**src/rtl/riscv_pkg.sv**
```systemverilog
// Shared RISC-V front-end definitions.
// Holds the fetch FSM state type, the NOP encoding inserted into IF/ID, the default reset PC and
// the base opcode constants that the decoder also uses.
package riscv_pkg;

  // addi x0, x0, 0
  localparam logic [31:0] NOP_INS          = 32'h0000_0013;
  localparam logic [31:0] RESET_PC_DEFAULT = 32'h0000_0000;

  // Base opcodes (ins[6:0])
  localparam logic [6:0] OPC_LUI    = 7'b0110111;
  localparam logic [6:0] OPC_AUIPC  = 7'b0010111;
  localparam logic [6:0] OPC_JAL    = 7'b1101111;
  localparam logic [6:0] OPC_JALR   = 7'b1100111;
  localparam logic [6:0] OPC_BRANCH = 7'b1100011;
  localparam logic [6:0] OPC_LOAD   = 7'b0000011;
  localparam logic [6:0] OPC_STORE  = 7'b0100011;
  localparam logic [6:0] OPC_OP_IMM = 7'b0010011;
  localparam logic [6:0] OPC_OP     = 7'b0110011;

  typedef enum logic [2:0] {
    StBoot,
    StReq,
    StWait,
    StHold,
    StDrop
  } fetch_state_e;

  // True for opcodes that can redirect the fetch stream.
  function automatic logic is_ctrl_flow(input logic [31:0] ins);
    return (ins[6:0] == OPC_JAL) || (ins[6:0] == OPC_JALR) || (ins[6:0] == OPC_BRANCH);
  endfunction

endpackage

```
**src/rtl/if_stage.sv**
```systemverilog
// Instruction fetch stage.
// Issues one fetch at a time to the instruction memory, captures the response into the IF/ID
// register, buffers a response that lands during a stall, and redirects on flush from decode.
//
// Ports:
//   clk, rst          clock and synchronous active-high reset
//   stall             freeze PC and IF/ID
//   flush             redirect to redirect_pc (takes priority over stall)
//   redirect_pc       redirect target, low two bits ignored
//   imem_req/addr     one-cycle fetch request pulse and address
//   imem_valid/rdata  memory response strobe and instruction
//   if_id_ins/pc      IF/ID instruction and its PC
//   if_id_valid       IF/ID holds a real fetched instruction
module if_stage #(
  parameter logic [31:0] RESET_PC = riscv_pkg::RESET_PC_DEFAULT,
  parameter logic [31:0] NOP_INS  = riscv_pkg::NOP_INS
) (
  input  logic        clk,
  input  logic        rst,
  input  logic        stall,
  input  logic        flush,
  input  logic [31:0] redirect_pc,
  output logic        imem_req,
  output logic [31:0] imem_addr,
  input  logic        imem_valid,
  input  logic [31:0] imem_rdata,
  output logic [31:0] if_id_ins,
  output logic [31:0] if_id_pc,
  output logic        if_id_valid
);
  import riscv_pkg::*;

  fetch_state_e state_q, state_d;
  logic [31:0]  pc_q, pc_d;
  logic [31:0]  hold_q, hold_d;
  logic [31:0]  ins_d, ins_pc_d;
  logic         ins_valid_d;

  // Redirect targets are word aligned; the low bits are dropped.
  logic unused_redirect_lsb;
  assign unused_redirect_lsb = ^redirect_pc[1:0];

  always_comb begin
    state_d     = state_q;
    pc_d        = pc_q;
    hold_d      = hold_q;
    ins_d       = if_id_ins;
    ins_pc_d    = if_id_pc;
    ins_valid_d = if_id_valid;

    unique case (state_q)
      StBoot: state_d = StReq;
      StReq:  state_d = StWait;
      StWait: begin
        if (imem_valid) begin
          if (stall) begin
            hold_d  = imem_rdata;
            state_d = StHold;
          end else begin
            ins_d       = imem_rdata;
            ins_pc_d    = pc_q;
            ins_valid_d = 1'b1;
            pc_d        = pc_q + 32'd4;
            state_d     = StReq;
          end
        end
      end
      StHold: begin
        if (!stall) begin
          ins_d       = hold_q;
          ins_pc_d    = pc_q;
          ins_valid_d = 1'b1;
          pc_d        = pc_q + 32'd4;
          state_d     = StReq;
        end
      end
      StDrop: begin
        if (imem_valid) state_d = StReq;
      end
      default: state_d = StBoot;
    endcase

    if (flush) begin
      pc_d        = {redirect_pc[31:2], 2'b00};
      ins_d       = NOP_INS;
      ins_pc_d    = if_id_pc;
      ins_valid_d = 1'b0;
      hold_d      = hold_q;
      unique case (state_q)
        // The request already on the bus will still answer; swallow it.
        StReq:   state_d = StDrop;
        StWait:  state_d = imem_valid ? StReq : StDrop;
        StHold:  state_d = StReq;
        // Boot and Drop keep their own progression; only the PC moves. Drop still leaves on the
        // pending response so it cannot deadlock waiting for one that already came.
        default: ;
      endcase
    end
  end

  always_ff @(posedge clk) begin
    if (rst) begin
      state_q     <= StBoot;
      pc_q        <= RESET_PC;
      hold_q      <= '0;
      imem_req    <= 1'b0;
      imem_addr   <= RESET_PC;
      if_id_ins   <= NOP_INS;
      if_id_pc    <= '0;
      if_id_valid <= 1'b0;
    end else begin
      state_q     <= state_d;
      pc_q        <= pc_d;
      hold_q      <= hold_d;
      // Registered request: asserted exactly for the cycle spent in Req.
      imem_req    <= (state_d == StReq);
      imem_addr   <= pc_d;
      if_id_ins   <= ins_d;
      if_id_pc    <= ins_pc_d;
      if_id_valid <= ins_valid_d;
    end
  end

endmodule

```
**config.mk**
```make
export PLATFORM = sky130hd
export DESIGN_NAME = if_stage
export DESIGN_NICKNAME = d
export VERILOG_FILES = /design/src/rtl/riscv_pkg.sv /design/src/rtl/if_stage.sv
export SDC_FILE = /design/constraint.sdc
export NUM_CORES = 1
export LEC_CHECK = 0
export CAP_MARGIN = 20
export CORE_MARGIN = 2
export CORE_UTILIZATION = 51
export DETAILED_ROUTE_END_ITERATION = 10
export HOLD_SLACK_MARGIN = 0.12
export PLACE_DENSITY = 0.95
export SYNTH_ARGS = -nofsm -noshare
export SYNTH_HDL_FRONTEND = slang
export SYNTH_SLANG_ARGS = --single-unit
export TNS_END_PERCENT = 30
```
**constraint.sdc**
```tcl
create_clock -name clk -period 3.8 [get_ports clk]
set_input_delay 1.14 -clock clk [delete_from_list [all_inputs] [get_ports clk]]
set_output_delay 1.14 -clock clk [all_outputs]
set_load 0.01 [all_outputs]
```
==> tab_implementation.tex, run 1 <==
\begin{tabular}{lr}
\hline
Metric & Value \\
\hline
\multicolumn{2}{l}{\textbf{Run status}} \\
Run status & complete, no violations \\
\multicolumn{2}{l}{\textbf{Worst setup path}} \\
Critical path data arrival time & 3180 ps \\
Worst setup EP type & flip-flop \\
Largest fanout on the critical path & 11 \\
Element type at the critical path start & input pin \\
Setup CP Type & in -> reg \\
Capturing instance or port of the critical path & pc\_q[19] \\
R2R cell count & 4 \\
Worst endpoint required time & 4060 ps \\
Capture point of the worst reg-to-reg path & pc\_q[18] \\
Critical path startpoint & imem\_valid \\
FF-to-FF setup slack & 1240 ps \\
Critical R2R Launch & state\_q[1] \\
\multicolumn{2}{l}{\textbf{Logic synthesis}} \\
Post-synthesis sequential element count & 129 \\
Area of the mapped netlist & 5760 sq um \\
Share of the synthesized area in the top cell type & 0.449 \\
Number of enable-type register cells in the synthesized netlist & 0 \\
Yosys cell types & 57 \\
Cell taking the most area after synthesis & dfxtp\_1 \\
Syn Inst Count & 740 \\
Most used DFF post-synth & dfxtp\_1 \\
Sequential share of the synthesized area & 0.449 \\
Leading cell types by total area after synthesis & dfxtp\_1, nand2\_1, a21oi\_1, a311oi\_1, nand3\_1 \\
Total number of yosys warnings & 0 \\
Fraction of synthesis flops using an asynchronous set or reset pin & 0 \\
Syn Area/Cell & 7.78 sq um \\
\multicolumn{2}{l}{\textbf{Worst hold path}} \\
Type of the worst min-delay path & reg -> reg \\
\multicolumn{2}{l}{\textbf{Die}} \\
Die Y-Extent & 110 um \\
Top-level I/O count & 167 \\
Die outline area & 12,200 sq um \\
Placeable core region & 10,900 sq um \\
Number of placement rows & 38 \\
Die outline width & 110 um \\
Starting Density & 0.526 \\
\multicolumn{2}{l}{\textbf{CTS}} \\
Number of hold buffers added after cts & 0 \\
Clock tree from TritonCTS & built \\
Total CTS buffers & 17 \\
Post-CTS repair timing setup buffer count & 0 \\
Max Root-Sink Buffers & 2 \\
Quantity of gates resized following cts & 0 \\
Worst-path clk slew & 60 ps \\
Clock latency at the later pin of the worst-skew pair & 400 ps \\
Clock H-tree levels & 4 \\
Buffer type at the clock tree root & clkbuf\_16 \\
CTS sink count & 129 \\
\multicolumn{2}{l}{\textbf{Pwr}} \\
Cell-internal power & 2480 uW \\
Sw Pwr & 870 uW \\
Worst vdd ir & 0.346 mV \\
Switching share of power & 0.260 \\
Total power divided by cell area & 419 nW/um\^{}2 \\
Total leakage power & 0.00269 uW \\
Sequential power share & 0.432 \\
Share of total power in the clock network & 0.471 \\
Comb power frac & 0.097 \\
\multicolumn{2}{l}{\textbf{STA}} \\
Unrepaired setup endpoints after global routing & no \\
Final Hold Violating Endpoints & 0 \\
Post-Route Skew & 11.0 ps \\
Time the worst path needs with I/O delays and setup & 2920 ps \\
Final hold slack & 455 ps \\
Highest clock rate & 342 MHz \\
Final-layout setup total negative slack & 0 ps \\
Final-report max-slew violation count & 0 \\
\# setup viols final & 0 \\
Slew headroom & 0.477 \\
Worst-margin pin slew & 777 ps \\
Final worst-path cycle share & 0.769 \\
\multicolumn{2}{l}{\textbf{Run}} \\
MaxCap Viol Count & 0 \\
\multicolumn{2}{l}{\textbf{Global routing}} \\
GRT Resource Usage Total & 0.292 \\
Number of antenna violations at the first check in global routing & 0 \\
Largest net degree at the start of global routing & 60 \\
Number of global-route vias before repair & 5,767 \\
GR Overflow Total & 0 \\
Global-route wire length before repair & 28.0 mm \\
\multicolumn{2}{l}{\textbf{Routing}} \\
Length of the first detailed-routing pass in iterations & 6 \\
Final antenna-violating net count & 0 \\
Detailed-route via count & 6,225 \\
Mean number of vias per cell & 6.09 \\
Routed wire length per instance & 17.4 um \\
First-iteration detailed-routing DRC count & 567 \\
Total Wirelength & 17.8 mm \\
Count of unresolved DRC violations after routing & 0 \\
\multicolumn{2}{l}{\textbf{Placed design}} \\
DP HPWL & 11.8 mm \\
Placer congestion estimate & 0.955 \\
IO Port Bufs & 160 \\
\multicolumn{2}{l}{\textbf{Layout}} \\
Commonest non-fill, non-tap cells in the layout & clkdlybuf4s50\_1, nand2\_1, dfxtp\_1 \\
Antenna diode count & 0 \\
FILL cells & 835 \\
Final layout net count & 940 \\
Share of layout cells above drive strength 1 & 0.0646 \\
Most common cell after layout, fill and taps aside & clkdlybuf4s50\_1 \\
Area added between synthesis and finish & 38.7\% \\
\hline
\end{tabular}
-- through the flow --
step           cells  area [sq um]  power, uW  worst slack, ps   util
4_1_cts         1023          7980       3350              962  0.730
5_1_grt         1023          7980       3450              710  0.730
6_report        1023          7980       3350              879  0.730
2_1_floorplan    743          5770       1610             1230      -
3_3_place_gp     990          7400       1780              707  0.677
3_5_place_dp     991          7420       1790              547  0.678
-- kinds of logic after synthesis --
logic type,count (synthesis),share of synthesized area
AOI/OAI and AO/OA,186,0.210
xor gates and xnor gates,8,0.0122
adders and majority gates,1,0.00217
buffers and inverters,78,0.0546
DFF,129,0.449
other,1,0.000651
and+or+nand+nor,337,0.272
-- cell type report --
class | count | area, sq um | share of cell area
Clock buffer | 19 | 443 | 0.0555
Clock inverter | 13 | 124 | 0.0155
Inverter | 10 | 37.5 | 0.00470
Multi-Input combinational cell | 536 | 2890 | 0.362
Sequential cell | 129 | 2580 | 0.324
Tap cell | 140 | 175 | 0.0219
Timing Repair Buffer | 176 | 1730 | 0.217
-- registers in the layout, indices dropped and copies added (netlist names) --
| register | cells |
|---|---|
| if_id_ins | 32 |
| hold_q | 32 |
| if_id_pc | 30 |
| imem_req | 1 |
| state_q | 3 |
| if_id_valid | 1 |
| pc_q | 30 |
-- per-layer routing --
layer | wire length, um | GRT usage
met1 | 7240 | 0.390
met2 | 8610 | 0.479
met3 | 1590 | 0.0488
met4 | 404 | 0.102
met5 | 0 | 0
-- worst min-delay path by stage --
stage,start,to,cells past startpoint
after floorplan,hold_q[10],hold_q[10],2
after global placement,hold_q[3],hold_q[3],2
after detailed placement,hold_q[11],hold_q[11],2
after CTS,hold_q[11],hold_q[11],2
after global routing,hold_q[11],hold_q[11],2
final,hold_q[0],hold_q[0],2
-- power groups by stage --
stage	logic [uW]	registers [uW]	clock network [uW]
after floorplan	150	1460	0
after global placement	312	1470	0
after detailed placement	318	1470	0
after CTS	322	1440	1580
after global routing	349	1450	1650
final	325	1450	1580
-- cell usage after synthesis, drive strengths merged (2+ instances only) --
cell,n
a21oi,71
a2111oi,3
xnor2,6
nor4bb,2
inv,10
a31oi,2
nor3b,3
clkbuf,59
and4,8
a311oi,38
nand2,146
or3,4
or4,5
buf,9
nor3,14
dfxtp,129
nand4,12
nor2b,6
and3,4
or2,2
nor2,63
o211ai,2
nand4b,2
nand3,48
xor2,2
nor4,11
a211oi,12
o21ai,33
nand2b,2
o311ai,4
o31ai,6
and2,2
-- worst max-delay path, stage by stage --
cell	delay (ps)
clkdlybuf4s50_1	560
o21bai_1	170
nor2_1	630
a41oi_1	220
a2111oi_0	460
No activity file was read; power rests on OpenSTA's default activity.
==> inputs of run 2 (changes only) <==
--- a/config.mk
+++ b/config.mk
@@ -7,10 +7,10 @@
 export LEC_CHECK = 0
 export CAP_MARGIN = 20
 export CORE_MARGIN = 2
-export CORE_UTILIZATION = 51
+export CORE_UTILIZATION = 48
 export DETAILED_ROUTE_END_ITERATION = 10
 export HOLD_SLACK_MARGIN = 0.12
-export PLACE_DENSITY = 0.95
+export PLACE_DENSITY = 0.93
 export SYNTH_ARGS = -nofsm -noshare
 export SYNTH_HDL_FRONTEND = slang
 export SYNTH_SLANG_ARGS = --single-unit
==> constraint.sdc (replaced) <==
create_clock -name clk -period 3 [get_ports clk]
set_input_delay 0.9 -clock clk [delete_from_list [all_inputs] [get_ports clk]]
set_output_delay 0.9 -clock clk [all_outputs]
set_load 0.01 [all_outputs]
==> run 2 against run 1 <==
Compared with the run above:
- power up 30%
- final cell count up 0.98%
- cell area increased by 1.2%
- highest routed layer unchanged
- die area rose by 6.0%
- via count hardly changed
- critical path depth shrank 4
- sequential share of layout area down 0.40 points
- sequential power increased by 26%
- wire length decreased by 0.40%
- worst hold slack got worse by 1.6 ps
==> tab_implementation.tex, run 2 (synthesized netlist as in run 1, its figures left out) <==
\begin{tabular}{lr}
\hline
Metric & Value \\
\hline
\multicolumn{2}{l}{\textbf{Run status}} \\
Run status & complete, no violations \\
\multicolumn{2}{l}{\textbf{CTS}} \\
Clock H-tree levels & 4 (unchanged) \\
Clock tree from TritonCTS & built \\
CTS sink count & 129 (unchanged) \\
Post-CTS repair timing setup buffer count & 0 (unchanged) \\
Worst-path clk slew & 60 ps (about the same) \\
Total CTS buffers & 17 (unchanged) \\
Quantity of gates resized following cts & 0 (unchanged) \\
Max Root-Sink Buffers & 2 (unchanged) \\
Number of hold buffers added after cts & 0 (unchanged) \\
Buffer type at the clock tree root & clkbuf\_16 \\
Clock latency at the later pin of the worst-skew pair & 420 ps (+20 ps) \\
\multicolumn{2}{l}{\textbf{Pwr}} \\
Total leakage power & 0.00274 uW (+1.7\%) \\
Worst vdd ir & 0.311 mV (-10\%) \\
Total power divided by cell area & 540 nW/um\^{}2 (+29\%) \\
\multicolumn{2}{l}{\textbf{Routing}} \\
Total Wirelength & 17.8 mm (-0.40\%) \\
Count of unresolved DRC violations after routing & 0 (unchanged) \\
Routed wire length per instance & 17.2 um (-1.4\%) \\
Length of the first detailed-routing pass in iterations & 5 (-1) \\
First-iteration detailed-routing DRC count & 607 (+7.1\%) \\
Final antenna-violating net count & 0 (unchanged) \\
Mean number of vias per cell & 6.03 (-0.90\%) \\
Detailed-route via count & 6,229 (+0.064\%) \\
\multicolumn{2}{l}{\textbf{STA}} \\
Final worst-path cycle share & 0.825 \\
Post-Route Skew & 10.4 ps (-0.619 ps) \\
Slew headroom & 0.539 (+0.0623) \\
Highest clock rate & 404 MHz \\
\# setup viols final & 0 (unchanged) \\
Worst-margin pin slew & 691 ps (-86.2 ps) \\
Final-layout setup total negative slack & 0 ps (unchanged) \\
Final Hold Violating Endpoints & 0 (unchanged) \\
Final-report max-slew violation count & 0 (unchanged) \\
Worst-case setup margin in the final layout & 524 ps (-355 ps) \\
Unrepaired setup endpoints after global routing & no \\
Time the worst path needs with I/O delays and setup & 2480 ps \\
\multicolumn{2}{l}{\textbf{Worst setup path}} \\
Element type at the critical path start & flip-flop \\
Worst setup EP type & output port \\
Critical path data arrival time & 1580 ps (-1600 ps) \\
Largest fanout on the critical path & 8 (-3) \\
Standard cell with the maximum stage delay on the critical path & clkdlybuf4s50\_1 \\
WP depth & 1 (-4) \\
List of cells traversed by the critical path & clkdlybuf4s50\_1 \\
Crit path buf inv count & 1 (unchanged) \\
Category of cells accounting for the largest share of critical-path delay & buffers and inverters \\
Worst endpoint required time & 2100 ps (-1960 ps) \\
Setup CP Type & reg -> out \\
Biggest cell delay along the critical path & 620 ps (about the same) \\
R2R cell count & 4 (unchanged) \\
\multicolumn{2}{l}{\textbf{Worst hold path}} \\
Cell count of the worst hold path & 2 (unchanged) \\
Type of the worst min-delay path & reg -> reg \\
\multicolumn{2}{l}{\textbf{Global routing}} \\
Largest net degree at the start of global routing & 61 (+1.7\%) \\
Number of global-route vias before repair & 5,928 (+2.8\%) \\
Global-route wire length before repair & 28.9 mm (+3.2\%) \\
Number of antenna violations at the first check in global routing & 0 (unchanged) \\
GR Overflow Total & 0 (unchanged) \\
GRT Resource Usage Total & 0.277 (-0.0152) \\
\multicolumn{2}{l}{\textbf{Placed design}} \\
IO Port Bufs & 160 (unchanged) \\
Placer congestion estimate & 0.923 (-3.3\%) \\
Worst slack after detailed placement & 152 ps (-395 ps) \\
DP HPWL & 11.6 mm (-1.2\%) \\
\multicolumn{2}{l}{\textbf{Die}} \\
Die outline width & 114 um (+3.0\%) \\
Placeable core region & 11,600 sq um (+5.8\%) \\
Die Y-Extent & 114 um (+3.0\%) \\
Die outline area & 12,900 sq um (+6.0\%) \\
Number of placement rows & 39 (+2.6\%) \\
Starting Density & 0.498 (-0.0286) \\
Top-level I/O count & 167 (unchanged) \\
\multicolumn{2}{l}{\textbf{Layout}} \\
Commonest non-fill, non-tap cells in the layout & clkdlybuf4s50\_1, nand2\_1, dfxtp\_1 \\
Antenna diode count & 0 (unchanged) \\
Largest registers & hold\_q (32), if\_id\_ins (32) \\
Final layout net count & 947 (+0.74\%) \\
Most common cell after layout, fill and taps aside & clkdlybuf4s50\_1 \\
Share of layout cells above drive strength 1 & 0.0719 (+0.00736) \\
Area added between synthesis and finish & 40.4\% \\
\multicolumn{2}{l}{\textbf{Run}} \\
MaxCap Viol Count & 0 (unchanged) \\
\hline
\end{tabular}
run 2: through the flow:
| stage | instance area [sq um] | hold slack (ps) | total power, uW | cells | utilization |
|---|---|---|---|---|---|
| finish | 8080 | 454 | 4360 | 1033 | 0.699 |
| global route | 8080 | 468 | 4500 | 1033 | 0.699 |
| CTS | 8080 | 454 | 4370 | 1033 | 0.699 |
| detailed placement | 7480 | 447 | 2280 | 1001 | 0.647 |
| global placement | 7480 | 442 | 2270 | 1001 | 0.647 |
| floorplan | 5770 | 437 | 2040 | 743 | - |
run 2: worst min-delay path, cell delays in order (launching register included):
cell,delay [ps]
dfxtp_1,310
nand2_1,50
a21oi_1,50
run 2: worst paths after layout:
check	startpoint	to	slack, ps
worst max-delay path	pc_q[17]	imem_addr[17]	520
worst min-delay path	hold_q[16]	hold_q[16]	450
worst max register to register	pc_q[4]	pc_q[27]	690
worst min register to register	hold_q[16]	hold_q[16]	450
run 2: power breakdown:
part,internal [uW],switching (uW)
Clock,1330,783
Combinational,209,216
Sequential,1760,68.9
Total,3290,1070
run 2: cell type report:
cell class | count | area, sq um
inverters | 10 | 37.5
clock buffers | 19 | 443
multi-input cells | 536 | 2890
well taps | 143 | 179
clock inverters | 13 | 161
flip-flops and latches | 129 | 2580
repair buffers | 183 | 1790
fillers | 872 | 3480
run 2: routing by layer:
metal | share of wire | wire, um | up-vias | GRT usage
met1 | 0.41 | 7210 | 2877 | 0.356
met3 | 0.089 | 1580 | 62 | 0.0643
met5 | 0 | 0 | - | 0
met2 | 0.47 | 8330 | 362 | 0.437
li1 | - | - | 2928 | -
met4 | 0.036 | 641 | 0 | 0.141
==> inputs of run 3 (changes only) <==
==> constraint.sdc (replaced) <==
create_clock -name clk -period 2.3 [get_ports clk]
set_input_delay 0.69 -clock clk [delete_from_list [all_inputs] [get_ports clk]]
set_output_delay 0.69 -clock clk [all_outputs]
set_load 0.01 [all_outputs]
==> run 3 against run 2 <==
Compared with the run above:
- non-clock buffer count up 27
- critical path depth stayed put
- cell area rose by 2.3%
- critical path type unchanged
- critical endpoint unchanged
- largest power group unchanged
==> tab_implementation.tex, run 3 (synthesized netlist as in run 1, its figures left out) <==
\begin{tabular}{lr}
\hline
Metric & Value \\
\hline
\multicolumn{2}{l}{\textbf{Placed design}} \\
DP HPWL & 12.0 mm (+3.6\%) \\
Instance area after placement & 7730 sq um (+3.4\%) \\
Placer congestion estimate & 0.895 (-3.1\%) \\
IO Port Bufs & 160 (unchanged) \\
\multicolumn{2}{l}{\textbf{CTS}} \\
Max Root-Sink Buffers & 2 (unchanged) \\
CTS sink count & 129 (unchanged) \\
Buffer type at the clock tree root & clkbuf\_16 \\
Number of hold buffers added after cts & 0 (unchanged) \\
Clock H-tree levels & 4 (unchanged) \\
Quantity of gates resized following cts & 0 (unchanged) \\
Worst-path clk slew & 60 ps (about the same) \\
Total CTS buffers & 17 (unchanged) \\
Clock latency at the later pin of the worst-skew pair & 410 ps (about the same) \\
Post-CTS repair timing setup buffer count & 0 (unchanged) \\
Clock tree from TritonCTS & built \\
\multicolumn{2}{l}{\textbf{STA}} \\
Highest clock rate & 447 MHz \\
Post-Route Skew & 4.81 ps (-5.59 ps) \\
Unrepaired setup endpoints after global routing & no \\
\# setup viols final & 0 (unchanged) \\
Final-layout setup total negative slack & 0 ps (unchanged) \\
Time the worst path needs with I/O delays and setup & 2240 ps \\
Final worst-path cycle share & 0.973 \\
Final hold slack & 454 ps (+0.0520 ps) \\
Final Hold Violating Endpoints & 0 (unchanged) \\
Final-report max-slew violation count & 0 (unchanged) \\
\multicolumn{2}{l}{\textbf{Pwr}} \\
Worst vdd ir & 0.417 mV (+34\%) \\
Total leakage power & 0.00286 uW (+4.6\%) \\
Total power divided by cell area & 658 nW/um\^{}2 (+22\%) \\
\multicolumn{2}{l}{\textbf{Die}} \\
Die outline area & 12,900 sq um (unchanged) \\
Starting Density & 0.498 (unchanged) \\
Top-level I/O count & 167 (unchanged) \\
Die outline width & 114 um (unchanged) \\
Number of placement rows & 39 (unchanged) \\
Placeable core region & 11,600 sq um (unchanged) \\
Die Y-Extent & 114 um (unchanged) \\
\multicolumn{2}{l}{\textbf{Worst setup path}} \\
Element type at the critical path start & flip-flop \\
Crit path buf inv count & 1 (unchanged) \\
Critical R2R Launch & pc\_q[12] \\
Worst setup EP type & output port \\
Critical path startpoint & pc\_q[17] \\
Category of cells accounting for the largest share of critical-path delay & buffers and inverters \\
Worst endpoint required time & 1610 ps (-490 ps) \\
Critical path data arrival time & 1550 ps (-30 ps) \\
Standard cell with the maximum stage delay on the critical path & clkdlybuf4s50\_1 \\
Setup CP Type & reg -> out \\
Largest fanout on the critical path & 8 (unchanged) \\
List of cells traversed by the critical path & clkdlybuf4s50\_1 \\
Biggest cell delay along the critical path & 610 ps (about the same) \\
FF-to-FF setup slack & 310 ps (-380 ps) \\
\multicolumn{2}{l}{\textbf{Global routing}} \\
Number of global-route vias before repair & 5,861 (-1.1\%) \\
Number of antenna violations at the first check in global routing & 1 (+1) \\
GR Overflow Total & 0 (unchanged) \\
GRT Resource Usage Total & 0.276 (-0.000635) \\
Global-route wire length before repair & 28.9 mm (-0.14\%) \\
Largest net degree at the start of global routing & 50 (-18\%) \\
\multicolumn{2}{l}{\textbf{Layout}} \\
Final layout net count & 974 (+2.9\%) \\
Most common cell after layout, fill and taps aside & clkdlybuf4s50\_1 \\
Commonest non-fill, non-tap cells in the layout & clkdlybuf4s50\_1, nand2\_1, dfxtp\_1 \\
Post-layout util & 0.715 (+0.0163) \\
Largest registers & hold\_q (32), if\_id\_ins (32) \\
Area added between synthesis and finish & 43.7\% \\
Share of layout cells above drive strength 1 & 0.0961 (+0.0242) \\
Fin area & 8270 sq um (+2.3\%) \\
\multicolumn{2}{l}{\textbf{Routing}} \\
Total Wirelength & 18.0 mm (+1.4\%) \\
Length of the first detailed-routing pass in iterations & 5 (unchanged) \\
Routed wire length per instance & 17.0 um (-1.2\%) \\
Final antenna-violating net count & 0 (unchanged) \\
Detailed-route via count & 6,310 (+1.3\%) \\
Mean number of vias per cell & 5.95 (-1.3\%) \\
Count of unresolved DRC violations after routing & 0 (unchanged) \\
First-iteration detailed-routing DRC count & 659 (+8.6\%) \\
\multicolumn{2}{l}{\textbf{Worst hold path}} \\
Type of the worst min-delay path & reg -> reg \\
Hold path startpoint & hold\_q[2] \\
\multicolumn{2}{l}{\textbf{Run}} \\
MaxCap Viol Count & 0 (unchanged) \\
\multicolumn{2}{l}{\textbf{Run status}} \\
Run status & complete, no violations \\
\hline
\end{tabular}
## run 3: cell count changes in the layout (fill, tap and decap cells not counted), sizes merged
cell / before / now
diode: 0 / 1
clkinvlp: 4 / 2
clkinv: 5 / 6
buf: 25 / 52
clkbuf: 19 / 21
bufinv: 3 / 1
## run 3: area by class of cell
cell class / instances / area (sq um)
well taps: 143 / 179
inverters: 10 / 37.5
diodes: 1 / 2.50
clock inverters: 10 / 87.6
clock buffers: 21 / 450
repair buffers: 210 / 2040
flip-flops and latches: 129 / 2580
multi-input cells: 536 / 2890
fillers: 837 / 3290
## run 3: layer usage
| layer | vias to the layer above | routed length (um) | GRT usage |
|---|---|---|---|
| li1 | 2989 | - | - |
| met1 | 2961 | 7790 | 0.369 |
| met2 | 306 | 8250 | 0.426 |
| met3 | 54 | 1320 | 0.0574 |
| met4 | 0 | 654 | 0.139 |
| met5 | - | 0 | 0 |
## run 3: metrics by stage
step                setup WS (ps)  power [uW]  std cells
floorplan                     182        2660        743
global placement             -162        2990       1028
detailed placement           -243        3000       1028
CTS                          59.8        5440       1059
global route                 9.89        5620       1060
finish                       62.1        5440       1060
## run 3: worst paths after layout
kind | end | cells past startpoint
hold / removal | hold_q[2] | 2
setup / recovery | imem_addr[17] | 1
hold reg to reg | hold_q[2] | 2
setup reg to reg | pc_q[26] | 5
## run 3: where the power goes
| part | switching, uW | internal [uW] |
|---|---|---|
| Combinational | 304 | 300 |
| Clock | 968 | 1500 |
| Sequential | 74.3 | 2290 |
| Total | 1350 | 4090 |
